--- config.mk ---
export PLATFORM = sky130hd
export DESIGN_NAME = yrv_irq_seq_flat
export DESIGN_NICKNAME = d
export VERILOG_FILES = /design/src/rtl/yrv_irq_seq_pkg.sv /design/src/rtl/yrv_irq_seq_if.sv /design/src/rtl/yrv_irq_pri.sv /design/src/rtl/yrv_irq_seq.sv /design/src/flat_wrapper.sv
export SDC_FILE = /design/constraint.sdc
export NUM_CORES = 1
export LEC_CHECK = 0
export CAP_MARGIN = 0
export CORE_UTILIZATION = 38
export DETAILED_ROUTE_END_ITERATION = 6
export PLACE_DENSITY = 0.83
export SYNTH_ARGS = -nofsm -noshare
export SYNTH_HDL_FRONTEND = slang
export SYNTH_SLANG_ARGS = --single-unit
--- constraint.sdc ---
create_clock -name clk -period 1.6 [get_ports clk]
set_clock_uncertainty 0.05 [all_clocks]
set_input_delay 0.24 -clock clk [delete_from_list [all_inputs] [get_ports clk]]
set_output_delay 0.24 -clock clk [all_outputs]
set_load 0.005 [all_outputs]
--- src/rtl/yrv_irq_seq_pkg.sv ---
// Shared interrupt defines for the YRV core: exception cause codes and irq_bus bit positions.
package yrv_irq_seq_pkg;

    localparam logic [6:0] EC_NULL = 7'h00;
    localparam logic [6:0] EC_NMI  = 7'h00;
    localparam logic [6:0] EC_MSI  = 7'h03;
    localparam logic [6:0] EC_MTI  = 7'h07;
    localparam logic [6:0] EC_MEI  = 7'h0B;
    localparam logic [6:0] EC_LI0  = 7'h10;
    localparam logic [6:0] EC_LI1  = 7'h11;
    localparam logic [6:0] EC_LI2  = 7'h12;
    localparam logic [6:0] EC_LI3  = 7'h13;
    localparam logic [6:0] EC_LI4  = 7'h14;
    localparam logic [6:0] EC_LI5  = 7'h15;
    localparam logic [6:0] EC_LI6  = 7'h16;
    localparam logic [6:0] EC_LI7  = 7'h17;
    localparam logic [6:0] EC_LI8  = 7'h18;
    localparam logic [6:0] EC_LI9  = 7'h19;
    localparam logic [6:0] EC_LI10 = 7'h1A;
    localparam logic [6:0] EC_LI11 = 7'h1B;
    localparam logic [6:0] EC_LI12 = 7'h1C;
    localparam logic [6:0] EC_LI13 = 7'h1D;
    localparam logic [6:0] EC_LI14 = 7'h1E;
    localparam logic [6:0] EC_LI15 = 7'h1F;

    localparam int IRQ_SW  = 0;
    localparam int IRQ_TMR = 1;
    localparam int IRQ_EI  = 2;
    localparam int IRQ_LI  = 3;
    localparam int IRQ_NMI = 4;

endpackage

--- src/rtl/yrv_irq_seq_if.sv ---
// Signals between the interrupt unit / pipeline (master) and the acknowledge sequencer (slave).
interface yrv_irq_seq_if;

    // Handshake: the sequencer raises trap_req with frozen trap_cause/trap_nmi; the pipeline
    // answers with trap_ack, which completes the transfer on any edge where trap_req is high
    // (including the first one). trap_ack while trap_req is low has no effect.
    logic [4:0] irq_bus;
    logic [6:0] mli_code;
    logic       inst_bnd;
    logic       wfi_state;
    logic       trap_ack;
    logic       mret_exec;
    logic       trap_req;
    logic [6:0] trap_cause;
    logic       trap_nmi;
    logic       iack_nmi;
    logic       mie_clr;
    logic       nmi_active;
    logic       wfi_wake;

    modport master (
        output irq_bus, mli_code, inst_bnd, wfi_state, trap_ack, mret_exec,
        input  trap_req, trap_cause, trap_nmi, iack_nmi, mie_clr, nmi_active, wfi_wake
    );

    modport slave (
        input  irq_bus, mli_code, inst_bnd, wfi_state, trap_ack, mret_exec,
        output trap_req, trap_cause, trap_nmi, iack_nmi, mie_clr, nmi_active, wfi_wake
    );

endinterface

--- src/rtl/yrv_irq_pri.sv ---
// Fixed-priority interrupt selector: nmi > ei > sw > tmr > li, producing the trap cause.
module yrv_irq_pri
    import yrv_irq_seq_pkg::*;
(
    input  logic [4:0] eligible,
    input  logic [6:0] mli_code,
    output logic [6:0] cause,
    output logic       is_nmi,
    output logic       any
);

    always_comb begin
        cause  = EC_NULL;
        is_nmi = 1'b0;
        any    = |eligible;
        if (eligible[IRQ_NMI]) begin
            cause  = EC_NMI;
            is_nmi = 1'b1;
        end else if (eligible[IRQ_EI]) begin
            cause = EC_MEI;
        end else if (eligible[IRQ_SW]) begin
            cause = EC_MSI;
        end else if (eligible[IRQ_TMR]) begin
            cause = EC_MTI;
        end else if (eligible[IRQ_LI]) begin
            cause = mli_code;
        end
    end

endmodule

--- src/rtl/yrv_irq_seq.sv ---
// Interrupt acknowledge sequencer: samples requests at boundaries/WFI, holds one frozen trap
// request through the pipeline handshake, then blanks one cycle so irq_bus can settle.
module yrv_irq_seq
    import yrv_irq_seq_pkg::*;
(
    input  logic             clk,
    input  logic             resetb,
    yrv_irq_seq_if.slave     bus,
    output logic [1:0]       dbg_state
);

    typedef enum logic [1:0] {
        ST_IDLE  = 2'd0,
        ST_REQ   = 2'd1,
        ST_BLANK = 2'd2
    } state_t;

    state_t     state;
    logic [4:0] eligible;
    logic [6:0] pri_cause;
    logic       pri_nmi;
    logic       pri_any;
    logic       take;

    // A running NMI handler masks further NMIs until mret.
    assign eligible = bus.irq_bus & ~{bus.nmi_active, 4'b0000};
    assign take     = (bus.inst_bnd | bus.wfi_state) & pri_any;
    assign dbg_state = state;

    yrv_irq_pri u_pri (
        .eligible (eligible),
        .mli_code (bus.mli_code),
        .cause    (pri_cause),
        .is_nmi   (pri_nmi),
        .any      (pri_any)
    );

    always_ff @(posedge clk) begin
        if (!resetb) begin
            state          <= ST_IDLE;
            bus.trap_req   <= 1'b0;
            bus.trap_cause <= EC_NULL;
            bus.trap_nmi   <= 1'b0;
            bus.iack_nmi   <= 1'b0;
            bus.mie_clr    <= 1'b0;
            bus.nmi_active <= 1'b0;
            bus.wfi_wake   <= 1'b0;
        end else begin
            bus.iack_nmi <= 1'b0;
            bus.mie_clr  <= 1'b0;
            bus.wfi_wake <= 1'b0;
            if (bus.mret_exec) begin
                bus.nmi_active <= 1'b0;
            end
            case (state)
                ST_IDLE: begin
                    if (take) begin
                        state          <= ST_REQ;
                        bus.trap_req   <= 1'b1;
                        bus.trap_cause <= pri_cause;
                        bus.trap_nmi   <= pri_nmi;
                        bus.wfi_wake   <= bus.wfi_state;
                    end
                end
                ST_REQ: begin
                    if (bus.trap_ack) begin
                        state        <= ST_BLANK;
                        bus.trap_req <= 1'b0;
                        bus.mie_clr  <= 1'b1;
                        bus.iack_nmi <= bus.trap_nmi;
                        // Placed after the mret clear so a coincident NMI take wins.
                        if (bus.trap_nmi) begin
                            bus.nmi_active <= 1'b1;
                        end
                    end
                end
                ST_BLANK: begin
                    state <= ST_IDLE;
                end
                default: begin
                    state <= ST_IDLE;
                end
            endcase
        end
    end

endmodule

--- src/flat_wrapper.sv ---
// flat-port wrapper written by rule: the top's interface ports become plain ports
module yrv_irq_seq_flat import yrv_irq_seq_pkg::*;
  (clk, resetb, dbg_state, bus_irq_bus, bus_mli_code, bus_inst_bnd, bus_wfi_state, bus_trap_ack, bus_mret_exec, bus_trap_req, bus_trap_cause, bus_trap_nmi, bus_iack_nmi, bus_mie_clr, bus_nmi_active, bus_wfi_wake);
  yrv_irq_seq_if bus_i ();
  input  logic clk;
  input  logic resetb;
  output logic [1:0] dbg_state;
  input wire logic [$bits(bus_i.irq_bus)-1:0] bus_irq_bus;
  input wire logic [$bits(bus_i.mli_code)-1:0] bus_mli_code;
  input wire logic [$bits(bus_i.inst_bnd)-1:0] bus_inst_bnd;
  input wire logic [$bits(bus_i.wfi_state)-1:0] bus_wfi_state;
  input wire logic [$bits(bus_i.trap_ack)-1:0] bus_trap_ack;
  input wire logic [$bits(bus_i.mret_exec)-1:0] bus_mret_exec;
  output wire logic [$bits(bus_i.trap_req)-1:0] bus_trap_req;
  output wire logic [$bits(bus_i.trap_cause)-1:0] bus_trap_cause;
  output wire logic [$bits(bus_i.trap_nmi)-1:0] bus_trap_nmi;
  output wire logic [$bits(bus_i.iack_nmi)-1:0] bus_iack_nmi;
  output wire logic [$bits(bus_i.mie_clr)-1:0] bus_mie_clr;
  output wire logic [$bits(bus_i.nmi_active)-1:0] bus_nmi_active;
  output wire logic [$bits(bus_i.wfi_wake)-1:0] bus_wfi_wake;
  assign bus_i.irq_bus = bus_irq_bus;
  assign bus_i.mli_code = bus_mli_code;
  assign bus_i.inst_bnd = bus_inst_bnd;
  assign bus_i.wfi_state = bus_wfi_state;
  assign bus_i.trap_ack = bus_trap_ack;
  assign bus_i.mret_exec = bus_mret_exec;
  assign bus_trap_req = bus_i.trap_req;
  assign bus_trap_cause = bus_i.trap_cause;
  assign bus_trap_nmi = bus_i.trap_nmi;
  assign bus_iack_nmi = bus_i.iack_nmi;
  assign bus_mie_clr = bus_i.mie_clr;
  assign bus_nmi_active = bus_i.nmi_active;
  assign bus_wfi_wake = bus_i.wfi_wake;
  yrv_irq_seq u_core (.clk(clk), .resetb(resetb), .bus(bus_i), .dbg_state(dbg_state));
endmodule
# Word-level counts from Yosys, hierarchy flattened
# Index checks and enable logic that the tools add are counted.
# W data, S select, Z words.
[op_classes]
n_eq_ne = 3
mux = 17
bitwise_logic = 4
reduce_logical = 9
[op_table]
columns = ["op", "count"]
rows = [
  ["$mux W7", 5],
  ["$reduce_and A3 Y1", 3],
  ["$mux W1", 8],
  ["$reduce_and A2 Y1", 3],
  ["$and A5 B5 Y5", 1],
  ["$not A5 Y5", 1],
  ["$reduce_or A5 Y1", 1],
  ["$mux W2", 2],
  ["$pmux W2 S2", 1],
  ["$eq A2 B1 Y1 const B", 1],
  ["$logic_not A2 Y1", 1],
  ["$ne A2 B1 Y1 const B", 1],
  ["$ne A2 B2 Y1 const B", 1],
  ["$pmux W1 S2", 1],
  ["$reduce_bool A2 Y1", 1],
  ["$and A1 B1 Y1", 1],
  ["$or A1 B1 Y1", 1],
]
[totals]
register_bits = 15
input_bits = 18
out_inout_bits = 15
wordCells = 41

# Logic depth before layout (Yosys ltp)
# Gate-level depths: netlist of the first run.
[logic_depth]
depth_word = 7
depth_mapped = 5
ltp_nobuf = 4

# Modules after synthesis
# Synthesis of the first run repeated with hierarchy kept, for this count alone.
[unflattened]
cells_unflattened = 73
hier_area_um2 = 669.4
[by_module_without_submodules]
columns = ["mod", "instances", "cells_per_inst", "area_each_um2", "seq_area_each_um2"]
rows = [
  ["yrv_irq_seq", 1, 57, 570.5, 300.3],
  ["yrv_irq_pri", 1, 16, 98.8, 0.0],
]

# Worst setup path after synthesis of the first run
# Ideal clock, no wire load.
[synth_path]
path_kind = "flip-flop to flip-flop"
start = "register u_core.state[0], in the netlist u_core.dbg_state[0]"
end = "register u_core.bus.trap_cause[3]"
setup_time_ps = 69
arrival_time_ps = 1200
required_time_ps = 1481
path_slack_ps = 282
path_stages_with_launch = 6
path_buffers = 1
period_less_slack_ps = 1318
cell_sequence = "dfxtp_1 > or2_4 > a311oi_4 > buf_6 > o2111ai_1 > o21ai_1"
[synth_between]
elab_chain_len = 2
[synth_lines]
columns = ["element", "line_no", "text"]
rows = [
  ["from (decl)", "yrv_irq_seq.sv:18", "state_t state;"],
  ["from (signal assigned)", "yrv_irq_seq.sv:40", "state <= ST_IDLE;"],
  ["from (signal assigned)", "yrv_irq_seq.sv:58", "state <= ST_REQ;"],
  ["from (signal assigned)", "yrv_irq_seq.sv:67", "state <= ST_BLANK;"],
  ["$logic_not A2 Y1", "yrv_irq_seq.sv:55", "case (state)"],
  ["$reduce_and A2 Y1 (no line)", "-", ""],
  ["to (signal assigned)", "yrv_irq_seq.sv:60", "bus.trap_cause <= pri_cause;"],
  ["to (decl)", "yrv_irq_seq_if.sv:28", "output trap_req, trap_cause, trap_nmi, iack_nmi, mie_clr, nmi_active, wfi_wake"],
]
# Every way passes these cells.
# A chain may end at the register's enable or synchronous reset.

# Final worst setup path of the first run
[layout_path]
start = "register u_core.bus.trap_nmi"
end = "output bus_trap_nmi"
[layout_rtl]
columns = ["element", "line_no", "text"]
rows = [
  ["from (decl)", "yrv_irq_seq_if.sv:28", ""],
  ["from (signal assigned)", "yrv_irq_seq.sv:61", "bus.trap_nmi <= pri_nmi;"],
  ["to (decl)", "flat_wrapper.sv:16", "output wire logic [$bits(bus_i.trap_nmi)-1:0] bus_trap_nmi;"],
]
# No word-level cell between the ends.

==> results by group, run 1 <==
Status
  • Outcome: finished with violations
  • Violated checks: DRC

Worst setup path
  • Crit-path slowest cell: clkdlybuf4s50_1
  • Critical Path AT: between 1 and 1.5 ns
  • Critical path's top delay family: buffers and inverters
  • Critical path endpoint category: primary output
  • Critical path launch point type: flip-flop
  • Crit path largest cell delay: about 0.53 ns
  • Crit Path Class: reg2out
  • WP buf/inv: 1
  • R2R Setup Slk: ~0.20 ns
  • Req. time, crit path: around 1.3 ns
  • Critical path, cell by cell: clkdlybuf4s50_1
  • CP Max Fanout: 4

STA
  • Relative slew slack: between 70 and 80%
  • FMAX: 0.669 GHz
  • Fin crit period: between 1 and 1.5 ns
  • Final count of pins violating max slew: 0
  • Setup TNS: 0 ns
  • Final worst-path cycle share: around 93%
  • RSZ-0062 raised after global routing: false
  • Setup-failing EPs final: 0
  • Final Hold Viols: 0
  • Final setup margin: around 0.10 ns
  • Slew @ Worst Pin: around 0.34 ns

Pwr
  • VDD IR-drop max: ~0.51 mV
  • Leak Pwr: ~0.4 nW
  • Cell Pwr Density: about 780 nW/um2
  • Total power: approximately 830 uW

Clock tree
  • CTS Root Cell: clkbuf_4
  • Skew-Pair Late Insertion Delay: roughly 0.29 ns
  • Cts-stage hold buffer count: 0
  • CTS Sinks: 15
  • CTS tree: built
  • Cts bufs inserted: 3
  • H-tree levels: 1
  • Postcts setup bufs: 0
  • PostCTS Resize Cnt: 0
  • Worst-path clk slew: approximately 0.09 ns
  • Clk buf depth: 2

Drt
  • DRC viols: 6
  • First-pass DRT Iterations: 6
  • Antenna-violating nets left: 0
  • Initial drt markers: 16
  • Routed via count: between 600 and 700
  • Via-per-instance ratio: a little over 5
  • Avg WL per Cell: roughly 12 um
  • Post-Route WL: around 1500 um

Floorplanning
  • FP Rows: 14
  • Initial Util: between 40% and 50%
  • Die ar.: approximately 1900 um2
  • Core area: approximately 1600 um2
  • Num ports: 33
  • Die H: 43.4 um
  • Die Width: roughly 43 um

Yosys
  • Ys Warns: 0
  • Syn Std Cell Area: about 650 um2
  • Avg Cell Area, Syn: approximately 9.7 um2
  • Syn nets: 85
  • Post-synth cell types: 26
  • Post-Syn Instances: 67
  • FF+latch count, synth: 15
  • Register area share after synthesis: 46.1%

GRT
  • Overall Global Routing Usage: around 19%
  • Largest net degree at the start of global routing: 11
  • Initial antenna violation count: 0
  • First-pass GRT wire length: between 2000 and 3000 um
  • Vias in the first global route: between 500 and 600
  • Total congestion overflow: 0

Cells and area
  • # nets final: between 100 and 150
  • Filler Cells Inserted: approximately 140
  • N_diodes: 0
  • Share of post-route cells with drive strength above 1: between 15 and 20%
  • Layout area overhead: 64.7%

Placed design
  • DPL Wire Length: roughly 1200 um
  • Routability Congestion: about 0.74
  • I/O Buffers: 32
  • Pre-CTS setup slack: -0.0782 ns

Flow run
  • Max Cap Viol: 0

Worst hold path
  • Worst Hold Class: reg2reg
==> cells in the final DEF, fill, tap and decap left out, drive strengths merged <==
master and instances:
o21ai 4, clkbuf 3, clkdlybuf4s50 32, or2 2, a31oi 2, nor2b 5
a21oi 4, and3b 2, o2111ai 1, clkinvlp 1, nand2 4, a21boi 3
nor4 1, buf 9, nand2b 4, nand3 4, nor3 1, dfxtp 15
o32ai 1, and3 2, o21a 3, nor3b 1, and2 2, nor2 3
a311oi 1
==> kinds of logic (layout without fill, tap and decap cells) <==
family	count (synthesis)	after routing	share of synthesized area [%]
AND/OR/NAND/NOR	31	31	29.7
AO/OA/AOI/OAI	19	19	21.7
flip-flops	15	15	46.1
buffers and inverters	2	45	2.49
==> power breakdown <==
| group | switching (mW) | leakage, nW | internal, mW |
|---|---|---|---|
| sequential | 0.0118 | 0.123 | 0.394 |
| clock | 0.130 | 0.0139 | 0.0951 |
| combinational | 0.0747 | 0.268 | 0.128 |
| total | 0.217 | 0.404 | 0.617 |
==> final timing paths <==
check	start	to	depth (start not counted)
worst max-delay path	u_core.bus.trap_nmi	bus_trap_nmi	1
worst min register to register	u_core.bus.trap_cause[3]	u_core.bus.trap_cause[3]	2
worst min-delay path	u_core.bus.trap_cause[3]	u_core.bus.trap_cause[3]	2
worst max register to register	u_core.dbg_state[0]	u_core.bus.trap_cause[3]	5
==> cell usage after synthesis (all sizes together) <==
master	count	share of area, %
o2111ai	1	1.3
or2	2	2.3
nor2b	5	4.8
nor3	1	0.77
a21boi	3	3.5
o32ai	1	1.3
o21a	3	3.5
dfxtp	15	46
a31oi	2	1.9
nor2	3	1.7
buf	2	2.5
nand3	4	3.1
nand2b	4	3.8
a311oi	1	4.0
and2	2	1.9
and3b	2	2.7
o21ai	4	3.1
nor3b	1	1.2
a21oi	4	3.1
nor4	1	3.3
and3	2	1.9
nand2	4	2.3
==> flip-flops by register name, summed over array words and instances (netlist names) <==
signal,cells
u_core.bus.trap_nmi,1
u_core.bus.trap_req,1
u_core.bus.iack_nmi,1
u_core.bus.nmi_active,1
u_core.bus.trap_cause,7
u_core.bus.mie_clr,1
u_core.dbg_state,2
u_core.bus.wfi_wake,1
==> metrics by stage <==
stage / util (%) / instances / instance area (um2) / hold slack [ns]
global route: 68.9 / 126 / 1070 / 0.471
finish: 68.9 / 126 / 1070 / 0.416
detailed placement: 66.9 / 122 / 1040 / 0.405
floorplan: - / 67 / 652 / 0.329
CTS: 68.9 / 126 / 1070 / 0.419
global placement: 66.9 / 122 / 1040 / 0.391
==> layer usage <==
metal | routed length (um) | global-route usage (%) | up-vias
met3 | 96 | 6.67 | 4
met2 | 724 | 29.4 | 27
met5 | 0 | 0 | -
met1 | 694 | 23.5 | 283
li1 | - | - | 327
met4 | 25 | 11.3 | 0
==> cell type report <==
class | instances | area (um2) | area share [%]
clock buffers | 3 | 22.5 | 2.10
flip-flops and latches | 15 | 300 | 28.0
well taps | 16 | 20.0 | 1.86
multi-input cells | 50 | 335 | 31.2
repair buffers | 41 | 388 | 36.1
clock inverters | 1 | 7.51 | 0.699
No activity file was read; power rests on OpenSTA's default activity.
==> inputs of run 2 (changes only) <==
--- a/config.mk
+++ b/config.mk
@@ -6,9 +6,9 @@
 export NUM_CORES = 1
 export LEC_CHECK = 0
 export CAP_MARGIN = 0
-export CORE_UTILIZATION = 38
+export CORE_UTILIZATION = 41
 export DETAILED_ROUTE_END_ITERATION = 6
-export PLACE_DENSITY = 0.83
+export PLACE_DENSITY = 0.88
 export SYNTH_ARGS = -nofsm -noshare
 export SYNTH_HDL_FRONTEND = slang
 export SYNTH_SLANG_ARGS = --single-unit
==> constraint.sdc (replaced) <==
create_clock -name clk -period 1.8 [get_ports clk]
set_clock_uncertainty 0.05 [all_clocks]
set_input_delay 0.27 -clock clk [delete_from_list [all_inputs] [get_ports clk]]
set_output_delay 0.27 -clock clk [all_outputs]
set_load 0.005 [all_outputs]
==> results by group, run 2 (synthesis results as in run 1) <==
Clock tree
  • Clk buf depth: 2 (unchanged)
  • CTS Root Cell: clkbuf_4 (unchanged)
  • CTS tree: built (unchanged)
  • Cts bufs inserted: 3 (unchanged)
  • Skew-Pair Late Insertion Delay: 0.29 ns (about the same)
  • H-tree levels: 1 (unchanged)
  • Cts-stage hold buffer count: 0 (unchanged)
  • CTS Sinks: 15 (unchanged)
  • Worst-path clk slew: 0.09 ns (about the same)
  • PostCTS Resize Cnt: 0 (unchanged)
  • Postcts setup bufs: 0 (unchanged)

Worst setup path
  • Critical path, cell by cell: clkdlybuf4s50_1 (unchanged)
  • Critical path launch point type: flip-flop (unchanged)
  • Worst r2r path cells: 5 (unchanged)
  • R2R Setup Slk: 0.43 ns (was 0.20 ns)
  • WP buf/inv: 1 (unchanged)
  • CP Max Fanout: 4 (unchanged)
  • Req. time, crit path: 1.48 ns (was 1.31 ns)
  • Worst reg2reg path endpoint: u_core.bus.trap_cause[3] (unchanged)
  • FF-to-FF Start: u_core.bus.nmi_active (was u_core.dbg_state[0])
  • Crit-path slowest cell: clkdlybuf4s50_1 (unchanged)
  • Crit path largest cell delay: 0.52 ns (was 0.53 ns)
  • Beginning of the critical path: u_core.bus.trap_nmi (unchanged)
  • Critical Path AT: 1.19 ns (was 1.21 ns)
  • Critical path's top delay family: buffers and inverters (unchanged)
  • Critical path endpoint category: primary output (unchanged)
  • Crit Path Class: reg2out (unchanged)

GRT
  • Vias in the first global route: 618 (was 568)
  • Largest net degree at the start of global routing: 19 (was 11)
  • First-pass GRT wire length: 2430 um (was 2560 um)
  • Overall Global Routing Usage: 18.6% (was 19.3%)
  • Total congestion overflow: 0 (unchanged)
  • Initial antenna violation count: 0 (unchanged)

Drt
  • Initial drt markers: 9 (was 16)
  • First-pass DRT Iterations: 4 (was 6)
  • Avg WL per Cell: 11.9 um (was 12.2 um)
  • DRC viols: 0 (was 6)
  • Post-Route WL: 1440 um (was 1540 um)
  • Antenna-violating nets left: 0 (unchanged)
  • Routed via count: 631 (was 641)
  • Via-per-instance ratio: 5.21 (was 5.09)

Worst hold path
  • Hold_sp: u_core.bus.trap_cause[3] (unchanged)
  • Hold Path Stages: 2 (unchanged)
  • Worst Hold End: u_core.bus.trap_cause[3] (unchanged)
  • Worst Hold Class: reg2reg (unchanged)

Cells and area
  • Finished Cell Area: 1030 um2 (was 1070 um2)
  • Register area: 300 um2 (unchanged)
  • Multi-input logic area: 335 um2 (unchanged)
  • Largest register FFs: 7 (unchanged)
  • Largest Register: u_core.bus.trap_cause (unchanged)
  • # nets final: 124 (was 129)
  • Filler Cells Inserted: 122 (was 137)
  • N_diodes: 0 (unchanged)
  • Most frequent cells in the layout: clkdlybuf4s50_1 (32), dfxtp_1 (15), nor2b_1 (5) (was clkdlybuf4s50_1 (32), dfxtp_1 (15), buf_4 (9), nor2b_1 (5))
  • Commonest non-fill, non-tap cell in the layout: clkdlybuf4s50_1 (unchanged)
  • Share of post-route cells with drive strength above 1: 10.5% (was 15.5%)
  • Layout area overhead: 58.3% (was 64.7%)
  • Final Util: 69.3% (was 68.9%)

STA
  • Slew @ Worst Pin: 0.517 ns (was 0.341 ns)
  • Relative slew slack: 65.4% (was 77.2%)
  • Setup-failing EPs final: 0 (unchanged)
  • Final Hold Viols: 0 (unchanged)
  • Setup TNS: 0 ns (unchanged)
  • Final worst-path cycle share: 83.7%
  • RSZ-0062 raised after global routing: false (unchanged)
  • Final setup margin: 0.294 ns (was 0.105 ns)
  • Fin crit period: about 1.5 ns
  • Min Hold Slack: 0.402 ns (was 0.416 ns)
  • FMAX: 0.664 GHz
  • Final count of pins violating max slew: 0 (unchanged)

Placed design
  • Routability Congestion: 0.828 (was 0.741)
  • I/O Buffers: 32 (unchanged)
  • Post-DP Area: 1010 um2 (was 1040 um2)
  • Pre-CTS setup slack: 0.0712 ns (was -0.0782 ns)
  • DPL Wire Length: 1150 um (was 1230 um)

Pwr
  • VDD IR-drop max: 0.576 mV (was 0.513 mV)
  • Cell Pwr Density: 696 nW/um2 (was 777 nW/um2)
  • Leak Pwr: 0.381 nW (was 0.404 nW)

Floorplanning
  • Num ports: 33 (unchanged)
  • FP Rows: 14 (unchanged)
  • Initial Util: 43.8% (was 41.8%)
  • Core area: 1490 um2 (was 1560 um2)
  • Die Width: 41.9 um (was 43.4 um)
  • Die H: 41.9 um (was 43.4 um)
  • Die ar.: 1750 um2 (was 1890 um2)

Status
  • Outcome: finished clean (was finished with violations)

Flow run
  • Max Cap Viol: 0 (unchanged)
## run 2: cell types whose count changed in the layout (fill, tap and decap cells not counted), sizes merged
cell | before | now
buf | 9 | 4
clkinvlp | 1 | 0
clkbuf | 3 | 4
## run 2: layout make-up
type,instances,share of cell area [%]
clock buffers,4,2.55
multi-input cells,50,32.5
flip-flops and latches,15,29.1
well taps,16,1.94
repair buffers,36,33.9
## run 2: layer usage
layer | vias up | wire length (um) | global-route usage (%)
met1 | 283 | 612 | 20.6
met5 | - | 0 | 0
met4 | 0 | 21 | 9.03
li1 | 321 | - | -
met2 | 24 | 677 | 29.7
met3 | 3 | 128 | 8.70
## run 2: how the worst max path moves through the flow
stage                                           to  slack (ns)  depth (start not counted)
after floorplan           u_core.bus.trap_cause[3]        0.48                          5
after detailed placement  u_core.bus.trap_cause[3]        0.07                          6
final                                 bus_trap_nmi        0.29                          1
after global routing                bus_nmi_active        0.24                          1
after CTS                             bus_trap_nmi        0.27                          1
after global placement    u_core.bus.trap_cause[6]         0.1                          6
## run 2: tightest hold or removal path: stages, from the launching register on
cell and delay (ns):
dfxtp_1 0.32, nand2_1 0.05, o21ai_1 0.05
## run 2: power breakdown
part / internal (mW) / switching [mW]
sequential: 0.350 / 0.00970
clock: 0.0863 / 0.105
combinational: 0.105 / 0.0631
## run 2: through the flow
step	instances	power (mW)
floorplan	67	0.442
global placement	117	0.532
detailed placement	117	0.536
CTS	121	0.731
global route	121	0.758
finish	121	0.719
